## src/rtl/ps2_kbd_rx_pkg.sv

```systemverilog
// ---------------------------------------------------------------------------
// ps2_kbd_rx_pkg
// Shared definitions for the PS/2 keyboard receiver:
//   - scan-code prefix bytes (E0 = extended key, F0 = key release)
//   - frame FSM state encoding
//   - keyboard FIFO entry layout {ext, brk, code}
//   - frame_ok(): stop-bit and odd-parity acceptance test for a frame
// ---------------------------------------------------------------------------
package ps2_kbd_rx_pkg;

    localparam logic [7:0] PS2_PREFIX_EXT = 8'hE0;
    localparam logic [7:0] PS2_PREFIX_BRK = 8'hF0;

    localparam int KBD_ENTRY_W = 10;

    typedef enum logic [1:0] {
        ST_IDLE   = 2'd0,
        ST_DATA   = 2'd1,
        ST_PARITY = 2'd2,
        ST_STOP   = 2'd3
    } frame_state_t;

    typedef struct packed {
        logic       ext;
        logic       brk;
        logic [7:0] code;
    } kbd_entry_t;

    // A frame is good when the stop bit is high and the eight data bits plus
    // the parity bit hold an odd number of ones.
    function automatic logic frame_ok(input logic [7:0] code,
                                      input logic       parity,
                                      input logic       stop);
        return stop & (^{code, parity});
    endfunction

endpackage

```

## src/rtl/ps2_kbd_rx_fifo.sv

```systemverilog
// ---------------------------------------------------------------------------
// kbd_fifo
// Synchronous FIFO holding decoded key entries. Storage is registered, the
// head entry is read combinationally so the CPU sees it without a fetch cycle.
// Ports:
//   clk, rst      clock, synchronous active-high reset (flushes the FIFO)
//   push, din     write request and data; dropped when full unless a pop
//                 happens in the same cycle
//   pop           remove head entry; ignored when empty
//   full, empty   occupancy flags
//   head          current head entry (undefined content when empty)
// ---------------------------------------------------------------------------
module kbd_fifo #(
    parameter int DEPTH = 16,
    parameter int WIDTH = 10
) (
    input  logic             clk,
    input  logic             rst,
    input  logic             push,
    input  logic [WIDTH-1:0] din,
    input  logic             pop,
    output logic             full,
    output logic             empty,
    output logic [WIDTH-1:0] head
);

    localparam int AW = $clog2(DEPTH);

    logic [WIDTH-1:0] mem [DEPTH];
    logic [AW-1:0]    wr_ptr_reg;
    logic [AW-1:0]    rd_ptr_reg;
    logic [AW:0]      count_reg;
    logic             do_push;
    logic             do_pop;

    assign empty = (count_reg == '0);
    assign full  = (count_reg == (AW+1)'(DEPTH));

    // When full, a simultaneous pop frees the slot the push lands in.
    assign do_pop  = pop & ~empty;
    assign do_push = push & (~full | do_pop);

    assign head = mem[rd_ptr_reg];

    always_ff @(posedge clk) begin
        if (do_push) begin
            mem[wr_ptr_reg] <= din;
        end
    end

    always_ff @(posedge clk) begin
        if (rst) begin
            wr_ptr_reg <= '0;
            rd_ptr_reg <= '0;
            count_reg  <= '0;
        end else begin
            if (do_push) begin
                wr_ptr_reg <= wr_ptr_reg + AW'(1);
            end
            if (do_pop) begin
                rd_ptr_reg <= rd_ptr_reg + AW'(1);
            end
            case ({do_push, do_pop})
                2'b10:   count_reg <= count_reg + (AW+1)'(1);
                2'b01:   count_reg <= count_reg - (AW+1)'(1);
                default: count_reg <= count_reg;
            endcase
        end
    end

endmodule

```

## src/rtl/ps2_kbd_rx.sv

```systemverilog
// ---------------------------------------------------------------------------
// ps2_kbd_rx
// PS/2 keyboard receiver for the bus keyboard read port. Synchronises the raw
// PS/2 pins, glitch-filters the PS/2 clock, assembles 11-bit frames on its
// falling edges, folds E0/F0 prefixes into flags and queues {ext,brk,code}.
// Ports:
//   clk        system clock
//   rst        synchronous reset, active-high
//   ps2_clk    raw PS/2 clock pin (asynchronous)
//   ps2_data   raw PS/2 data pin (asynchronous)
//   rd_pop     one-cycle pulse: pop FIFO head
//   key_out    {valid, brk, code}; zero when FIFO empty
//   key_ext    E0 flag of head entry; zero when FIFO empty
//   overflow   sticky: an entry was dropped on a full FIFO
//   frame_err  one-cycle pulse: bad parity or stop bit
// ---------------------------------------------------------------------------
module ps2_kbd_rx
    import ps2_kbd_rx_pkg::*;
#(
    parameter int FIFO_DEPTH     = 16,
    parameter int FILTER_LEN     = 8,
    parameter int TIMEOUT_CYCLES = 200000
) (
    input  logic       clk,
    input  logic       rst,
    input  logic       ps2_clk,
    input  logic       ps2_data,
    input  logic       rd_pop,
    output logic [9:0] key_out,
    output logic       key_ext,
    output logic       overflow,
    output logic       frame_err
);

    localparam int FILT_W = $clog2(FILTER_LEN + 1);
    localparam int TO_W   = $clog2(TIMEOUT_CYCLES + 1);

    // ---------------- 2-FF synchronisers (bit 0 = clock, bit 1 = data) ----
    logic [1:0] pins_raw;
    logic [1:0] pins_sync;

    assign pins_raw = {ps2_data, ps2_clk};

    generate
        for (genvar gi = 0; gi < 2; gi++) begin : g_sync
            logic meta_reg;
            logic sync_reg;
            // Reset to the idle (high) bus level so no false edge follows reset.
            always_ff @(posedge clk) begin
                if (rst) begin
                    meta_reg <= 1'b1;
                    sync_reg <= 1'b1;
                end else begin
                    meta_reg <= pins_raw[gi];
                    sync_reg <= meta_reg;
                end
            end
            assign pins_sync[gi] = sync_reg;
        end
    endgenerate

    logic clk_sync;
    logic data_sync;

    assign clk_sync  = pins_sync[0];
    assign data_sync = pins_sync[1];

    // ---------------- ps2_clk glitch filter -------------------------------
    logic              clk_filt_reg, clk_filt_next;
    logic [FILT_W-1:0] filt_cnt_reg, filt_cnt_next;
    logic              fe;

    // The counter tracks consecutive samples disagreeing with the filtered
    // level; any agreeing sample restarts it.
    always_comb begin
        clk_filt_next = clk_filt_reg;
        filt_cnt_next = filt_cnt_reg;
        fe            = 1'b0;
        if (clk_sync == clk_filt_reg) begin
            filt_cnt_next = '0;
        end else if (filt_cnt_reg == FILT_W'(FILTER_LEN - 1)) begin
            clk_filt_next = clk_sync;
            filt_cnt_next = '0;
            fe            = clk_filt_reg;
        end else begin
            filt_cnt_next = filt_cnt_reg + FILT_W'(1);
        end
    end

    always_ff @(posedge clk) begin
        if (rst) begin
            clk_filt_reg <= 1'b1;
            filt_cnt_reg <= '0;
        end else begin
            clk_filt_reg <= clk_filt_next;
            filt_cnt_reg <= filt_cnt_next;
        end
    end

    // ---------------- frame FSM, prefix decoder, timeout ------------------
    frame_state_t      state_reg, state_next;
    logic [2:0]        bit_cnt_reg, bit_cnt_next;
    logic [7:0]        shift_reg, shift_next;
    logic              parity_reg, parity_next;
    logic              ext_reg, ext_next;
    logic              brk_reg, brk_next;
    logic [TO_W-1:0]   to_cnt_reg, to_cnt_next;
    logic              frame_err_reg, frame_err_next;
    logic              push;
    kbd_entry_t        push_entry;

    assign push_entry = '{ext: ext_reg, brk: brk_reg, code: shift_reg};

    always_comb begin
        state_next     = state_reg;
        bit_cnt_next   = bit_cnt_reg;
        shift_next     = shift_reg;
        parity_next    = parity_reg;
        ext_next       = ext_reg;
        brk_next       = brk_reg;
        frame_err_next = 1'b0;
        push           = 1'b0;

        // Idle time is only measured inside a frame.
        if (state_reg == ST_IDLE || fe) begin
            to_cnt_next = '0;
        end else begin
            to_cnt_next = to_cnt_reg + TO_W'(1);
        end

        if (fe) begin
            case (state_reg)
                ST_IDLE: begin
                    if (!data_sync) begin
                        state_next   = ST_DATA;
                        bit_cnt_next = 3'd0;
                    end
                end
                ST_DATA: begin
                    shift_next   = {data_sync, shift_reg[7:1]};
                    bit_cnt_next = bit_cnt_reg + 3'd1;
                    if (bit_cnt_reg == 3'd7) begin
                        state_next = ST_PARITY;
                    end
                end
                ST_PARITY: begin
                    parity_next = data_sync;
                    state_next  = ST_STOP;
                end
                ST_STOP: begin
                    state_next = ST_IDLE;
                    if (frame_ok(shift_reg, parity_reg, data_sync)) begin
                        if (shift_reg == PS2_PREFIX_EXT) begin
                            ext_next = 1'b1;
                        end else if (shift_reg == PS2_PREFIX_BRK) begin
                            brk_next = 1'b1;
                        end else begin
                            push     = 1'b1;
                            ext_next = 1'b0;
                            brk_next = 1'b0;
                        end
                    end else begin
                        // A corrupted frame invalidates any pending prefix.
                        frame_err_next = 1'b1;
                        ext_next       = 1'b0;
                        brk_next       = 1'b0;
                    end
                end
                default: state_next = ST_IDLE;
            endcase
        end else if (state_reg != ST_IDLE &&
                     to_cnt_reg == TO_W'(TIMEOUT_CYCLES - 1)) begin
            // Stalled frame: drop it silently, pending prefixes survive.
            state_next  = ST_IDLE;
            to_cnt_next = '0;
        end
    end

    always_ff @(posedge clk) begin
        if (rst) begin
            state_reg     <= ST_IDLE;
            bit_cnt_reg   <= 3'd0;
            shift_reg     <= 8'd0;
            parity_reg    <= 1'b0;
            ext_reg       <= 1'b0;
            brk_reg       <= 1'b0;
            to_cnt_reg    <= '0;
            frame_err_reg <= 1'b0;
        end else begin
            state_reg     <= state_next;
            bit_cnt_reg   <= bit_cnt_next;
            shift_reg     <= shift_next;
            parity_reg    <= parity_next;
            ext_reg       <= ext_next;
            brk_reg       <= brk_next;
            to_cnt_reg    <= to_cnt_next;
            frame_err_reg <= frame_err_next;
        end
    end

    // ---------------- key FIFO and outputs --------------------------------
    logic             fifo_full;
    logic             fifo_empty;
    logic [KBD_ENTRY_W-1:0] fifo_head;
    kbd_entry_t       head_entry;
    logic             overflow_reg;

    kbd_fifo #(
        .DEPTH (FIFO_DEPTH),
        .WIDTH (KBD_ENTRY_W)
    ) u_fifo (
        .clk   (clk),
        .rst   (rst),
        .push  (push),
        .din   (push_entry),
        .pop   (rd_pop),
        .full  (fifo_full),
        .empty (fifo_empty),
        .head  (fifo_head)
    );

    assign head_entry = fifo_head;

    // Full implies non-empty, so a concurrent rd_pop always makes room.
    always_ff @(posedge clk) begin
        if (rst) begin
            overflow_reg <= 1'b0;
        end else if (push && fifo_full && !rd_pop) begin
            overflow_reg <= 1'b1;
        end
    end

    assign key_out   = fifo_empty ? 10'd0 : {1'b1, head_entry.brk, head_entry.code};
    assign key_ext   = ~fifo_empty & head_entry.ext;
    assign overflow  = overflow_reg;
    assign frame_err = frame_err_reg;

endmodule

```

## config.mk

```make
export PLATFORM = sky130hd
export DESIGN_NAME = ps2_kbd_rx
export DESIGN_NICKNAME = d
export VERILOG_FILES = /design/src/rtl/ps2_kbd_rx_pkg.sv /design/src/rtl/ps2_kbd_rx_fifo.sv /design/src/rtl/ps2_kbd_rx.sv
export SDC_FILE = /design/constraint.sdc
export NUM_CORES = 1
export LEC_CHECK = 0
export BUFFER_PORTS_ARGS = -buffer_cell sky130_fd_sc_hd__buf_2
export CAP_MARGIN = 10
export CORE_ASPECT_RATIO = 0.75
export CORE_MARGIN = 2
export CORE_UTILIZATION = 50
export CTS_BUF_LIST = sky130_fd_sc_hd__clkbuf_2 sky130_fd_sc_hd__clkbuf_4 sky130_fd_sc_hd__clkbuf_8
export DETAILED_ROUTE_END_ITERATION = 8
export GPL_TIMING_DRIVEN = 0
export PLACE_DENSITY = 0.66
export SYNTH_ARGS = -nofsm -noshare
export SYNTH_HDL_FRONTEND = slang
export SYNTH_SLANG_ARGS = --single-unit
```

## constraint.sdc

```tcl
create_clock -name clk -period 8.4 [get_ports clk]
set_input_delay 0.84 -clock clk [delete_from_list [all_inputs] [get_ports clk]]
set_output_delay 0.84 -clock clk [all_outputs]
set_load 0.05 [all_outputs]
```

[After elaboration in Yosys (flattened, before gate mapping)]
Memory sizes are Yosys's and may differ from the RTL's. A register that Yosys moved wholly into a read port is not among the register bits.
Cells that the tools add are included.
Operators by class
  reductions and logical operators: 21
  $add $sub $neg: 7
  equal/unequal tests: 17
  muxes and demuxes: 30
  bitwise gates (word level): 10
Operators by type and width (number)
  2-to-1 mux 18 bit: 3
  adder 18 x 1 -> 18 bit (second input constant): 1
  equality test 18 bit (second input constant): 1
  equality test 8 bit (second input constant): 2
  2-to-1 mux 1 bit: 16
  adder 4 x 1 -> 4 bit (second input constant): 3
  AND reduction 3 bit: 4
  2-to-1 mux 10 bit: 1
  case mux 5 bit (2 select lines): 1
  inequality test 3 bit (second input constant): 3
  parity 9 bit: 1
  2-to-1 mux 2 bit: 4
  2-to-1 mux 4 bit: 2
  case mux 2 bit (4 select lines): 1
  nonzero test 2 bit: 4
  equality test 2 bit (second input constant): 3
  case mux 3 bit (2 select lines): 1
  AND reduction 2 bit: 3
  OR reduction 3 bit: 2
  adder 5 x 1 -> 5 bit (second input constant): 1
  equality test 5 bit (second input constant): 1
  zero test 5 bit: 1
  inverter 1 bit: 5
  subtractor 5 x 1 -> 5 bit (second input constant): 1
  other kinds (13): 20
Word-level totals
  word-level logic and storage cells: 104
  input port bits: 5
  bits in registers: 58
  output and inout port bits: 13
  memories: 1
  RAM bits: 160
Memory list
  u_fifo.mem: depth 16, width 10, rd ports 1, clocked after Yosys merged registers in 1, wr ports 1, RTL line ps2_kbd_rx_fifo.sv:29  | logic [WIDTH-1:0] mem [DEPTH];

[Depth between registers and ports, before layout]
  word-level depth: 9
  gate-level depth with buffers: 11
  mapped depth without buffers: 11

[By module]
Synthesis repeated with hierarchy kept, for this count alone.
Unflattened totals
  cell total of the unflattened synthesis: 609
  area, all modules: 9188.8 µm²
Modules (own cells, without submodules)
  kbd_fifo: cells each 374, area an instance 7056.8 µm², sequential area each 5144.9 µm², times used 1
  ps2_kbd_rx: cells each 235, area an instance 2132.0 µm², sequential area each 900.9 µm², times used 1

[Worst setup path after synthesis]
No wires, ideal clock.
  path type: reg-to-reg
  from: reg shift_reg[6]
  to: mem u_fifo.mem[0][0], enable pin
  data required time: 8010 ps
  data arrival time: 2574 ps
  path slack: 5437 ps
  buffers on the path: 1
  cell stages (with the launch flop): 8
  cells stage by stage: dfxtp_1 > xnor2_1 > xnor3_1 > xnor2_2 > and3_1 > buf_6 > nand2_1 > nor3_1
Between the ends
  word-level cells in the longest chain between the ends: 9
  elaborated cells on any way between the ends: 12
  those cells by class: 2 x eq/ne; 7 x mux; 2 x bitwise; 1 x reduce/logical
Ends and longest elaborated chain
  start: declaration: RTL line ps2_kbd_rx.sv:103  | logic [7:0] shift_reg, shift_next;
  start signal: assignment: RTL line ps2_kbd_rx.sv:192  | shift_reg <= shift_next;
  equality test 8 bit: RTL line ps2_kbd_rx.sv:155  | end else if (shift_reg == PS2_PREFIX_BRK) begin
  2-to-1 mux 1 bit: RTL line ps2_kbd_rx.sv:155
  2-to-1 mux 1 bit: RTL line ps2_kbd_rx.sv:153  | if (shift_reg == PS2_PREFIX_EXT) begin
  2-to-1 mux 1 bit (*): RTL line ps2_kbd_rx.sv:152  | if (frame_ok(shift_reg, parity_reg, data_sync)) begin
  2-to-1 mux 1 bit (*): RTL line ps2_kbd_rx.sv:132  | case (state_reg)
  2-to-1 mux 1 bit (*): RTL line ps2_kbd_rx.sv:131  | if (fe) begin
  AND 1 bit (*): RTL line ps2_kbd_rx_fifo.sv:41  | assign do_push = push & (~full | do_pop);
  2-to-1 mux 1 bit (*): RTL line ps2_kbd_rx_fifo.sv:46  | if (do_push) begin
  2-to-1 mux 1 bit (not written as such) (*): RTL line ps2_kbd_rx_fifo.sv:47  | mem[wr_ptr_reg] <= din;
  end: declaration: RTL line ps2_kbd_rx_fifo.sv:29
Mark *: on every way between the ends. The rest lies on a longest branch, timed or not.

==> impl_metrics.tcl <==
set metrics [dict create \
    status "finished clean" \
    area_growth_pct 12.5 \
    power.density_mw_per_mm2 207 \
    cts_setup_buffers 0 \
    drt-pass1-iter-count 5 \
    power.share.clock_pct 43.8 \
    required_ps 7560 \
    dp_hpwl_um 11400 \
    ir_drop_mv 0.132 \
    max_cap_violations 0 \
    postCtsHoldBufs 0 \
    finalWorstSetupSlack_ps 4670 \
    track_usage_pct 19.4 \
    final_cell_mix "160 x edfxtp_1, 62 x nor2_1, 62 x dfxtp_1, 50 x mux4_2, 38 x clkbuf_8" \
    cp_max_fo 10 \
    yosysWarnings 0 \
    dieHeight_um 120 \
    via_per_inst 5.51 \
    finalCritPeriodShare_pct 44.4 \
    place_area_mm2 0.00938 \
    cts_tree "yes" \
    cts_max_path_buffers 3 \
    largest_reg_flops 160 \
    synth_cells 561 \
    layout_commonest_cell "edfxtp_1" \
    fin_skew_ps 13.0 \
    stdcell_area_mm2 0.0101 \
    wl_per_cell_um 19.6 \
    core_area_mm2 0.0176 \
    start_util_pct 51.0 \
    clock_latency_ps 500 \
    clk_pin_slew_ps 60 \
    cts_root_buf "clkbuf_8" \
    finalSetupTns_ps 0 \
    io_buffers 17 \
    synth_seq_cells 222 \
    end_kind "primary output" \
    dpl.cell_count 820 \
    avgSynthCellArea_um2 16.0 \
    hold_violations 0 \
    seq_power_share_pct 55.7 \
    combPwrFrac_pct 0.5 \
    drt_iter0_drc 466 \
    p_switching_mw 0.409 \
    async_reset_ff_share_pct 0 \
    switching_share_pct 19.6 \
    diodes 0 \
    seq_area_frac_synth_pct 67.4 \
    worst-endpoint-arrival_ps 2890 \
    antenna_found_initial 0 \
    grt_pass1_vias 4824 \
    synth_ff_type "edfxtp_1" \
    die-area_mm2 0.0190 \
    p_int_mw 1.68 \
    critical_path_class "reg2out" \
    ant_nets 0 \
    gr-total-overflow 0 \
    gp_congestion 0.792 \
    hp-class "reg2reg" \
    synth.distinct_cells 54 \
    cts_made_buffers 35 \
    drcViolationCount 0 \
    p_leak_nw 3.38 \
    cts.sinks 222 \
    setup_viol_count_final 0 \
    grt_pass1_wl_um 27100 \
    finalCriticalPeriod_ps 3730 \
    synth_area_mm2 0.00897 \
    clock.fmax_ghz 0.268 \
    grt_start_max_net_pins 22 \
    final_layout_size_suffix_gt1_share_pct 24.0 \
    slew_headroom_pct 28.4 \
    totalWireLength_um 17300 \
    nNetsFinal 637 \
    synth-edff-count 160 \
    die_w_um 159 \
    cts_max_level 2 \
    instances_no_fill 884 \
    ioPinCount 18 \
    nFillCells 1350 \
    fin_total_pwr_mw 2.09 \
    crit_path_start_kind "flop" \
    drv_slew 0 \
    place_ws_ps 4800 \
    rows 42 \
    cts_resized 0 \
    syn_nets 583 \
    rsz0062_at_grt "false" \
    vias 4867 \
    tightest_slew_ps 1070 \
]
routing by layer:
| metal | share of wire (%) | up-vias | global-route usage [%] | routed length, µm |
|---|---|---|---|---|
| li1 | - | 2234 | - | - |
| met1 | 46 | 2457 | 29.3 | 7950 |
| met2 | 45 | 146 | 28.7 | 7790 |
| met3 | 7.2 | 30 | 3.72 | 1250 |
| met4 | 2.0 | 0 | 5.86 | 346 |
| met5 | 0 | - | 0 | 0 |
cell families (layout without fill, tap and decap cells):
family,count (synthesis),count (layout),synth area share [%]
fa+ha+maj,17,17,2.46
buf+inv,32,113,1.51
compound gates,32,32,2.50
mux,56,56,13.4
flops,222,222,67.4
xor+xnor,33,33,3.54
simple gates,169,169,9.19
cell type report:
class	instances	area, µm²	area share (%)
timing repair buffer	17	85.1	0.843
tap	242	303	3.00
sequential	222	6050	59.9
inverter	9	33.8	0.335
multi-input combinational	307	2810	27.8
clock buffer	52	628	6.23
clock inverter	12	83.8	0.831
buffer	23	101	1.00
cell usage after synthesis, types with 3 or more instances:
cell      count  area [µm²]
edfxtp_1    160        4800
dfxtp_1      62        1240
nor2_1       62         233
mux4_2       50        1130
nand2_1      28         105
nand3_1      21         105
a21oi_1      17        85.1
ha_1         16         200
xor2_1       16         140
clkbuf_1     15        56.3
xnor2_1      14         123
nor3_1       11        55.1
and2_1       10        62.6
inv_1         9        33.8
buf_2         6        30.0
nand4_1       5        31.3
nor2b_1       5        31.3
and3_1        4        25.0
nand2b_1      4        25.0
or2_2         4        25.0
mux2_4        3        45.0
power groups by stage:
stage	clock network [mW]	registers, mW	logic (mW)
after floorplan	0	1.18	0.00743
after global placement	0	1.18	0.0114
after detailed placement	0	1.18	0.0114
after CTS	0.929	1.16	0.0115
after global routing	0.984	1.16	0.0125
final	0.913	1.16	0.0114
metrics by stage:
stage | util, % | hold WS (ps)
2_1_floorplan | - | 389
3_3_place_gp | 53.2 | 405
3_5_place_dp | 53.3 | 394
4_1_cts | 57.3 | 414
5_1_grt | 57.3 | 425
6_report | 57.3 | 415
critical path, stage by stage (launching register included):
cell and delay [ps]:
dfxtp_1 310, clkbuf_1 200, buf_2 380, mux4_2 610, mux4_2 510, and2_1 180, buf_2 210
path summary, 6_finish.rpt:
path | slack (ps) | startpoint | cells past startpoint | to
worst min-delay path | 410 | g_sync[1].meta_reg$_SDFF_PP1_ | 1 | data_sync$_SDFF_PP1_
worst min register to register | 410 | g_sync[1].meta_reg$_SDFF_PP1_ | 1 | data_sync$_SDFF_PP1_
worst max-delay path | 4670 | flop | 6 | key_out[3]
worst max register to register | 4870 | shift_reg[5]$_SDFFE_PP0P_ | 7 | u_fifo.mem[8][5]$_DFFE_PP_
Power figures use the tool's default switching activity.
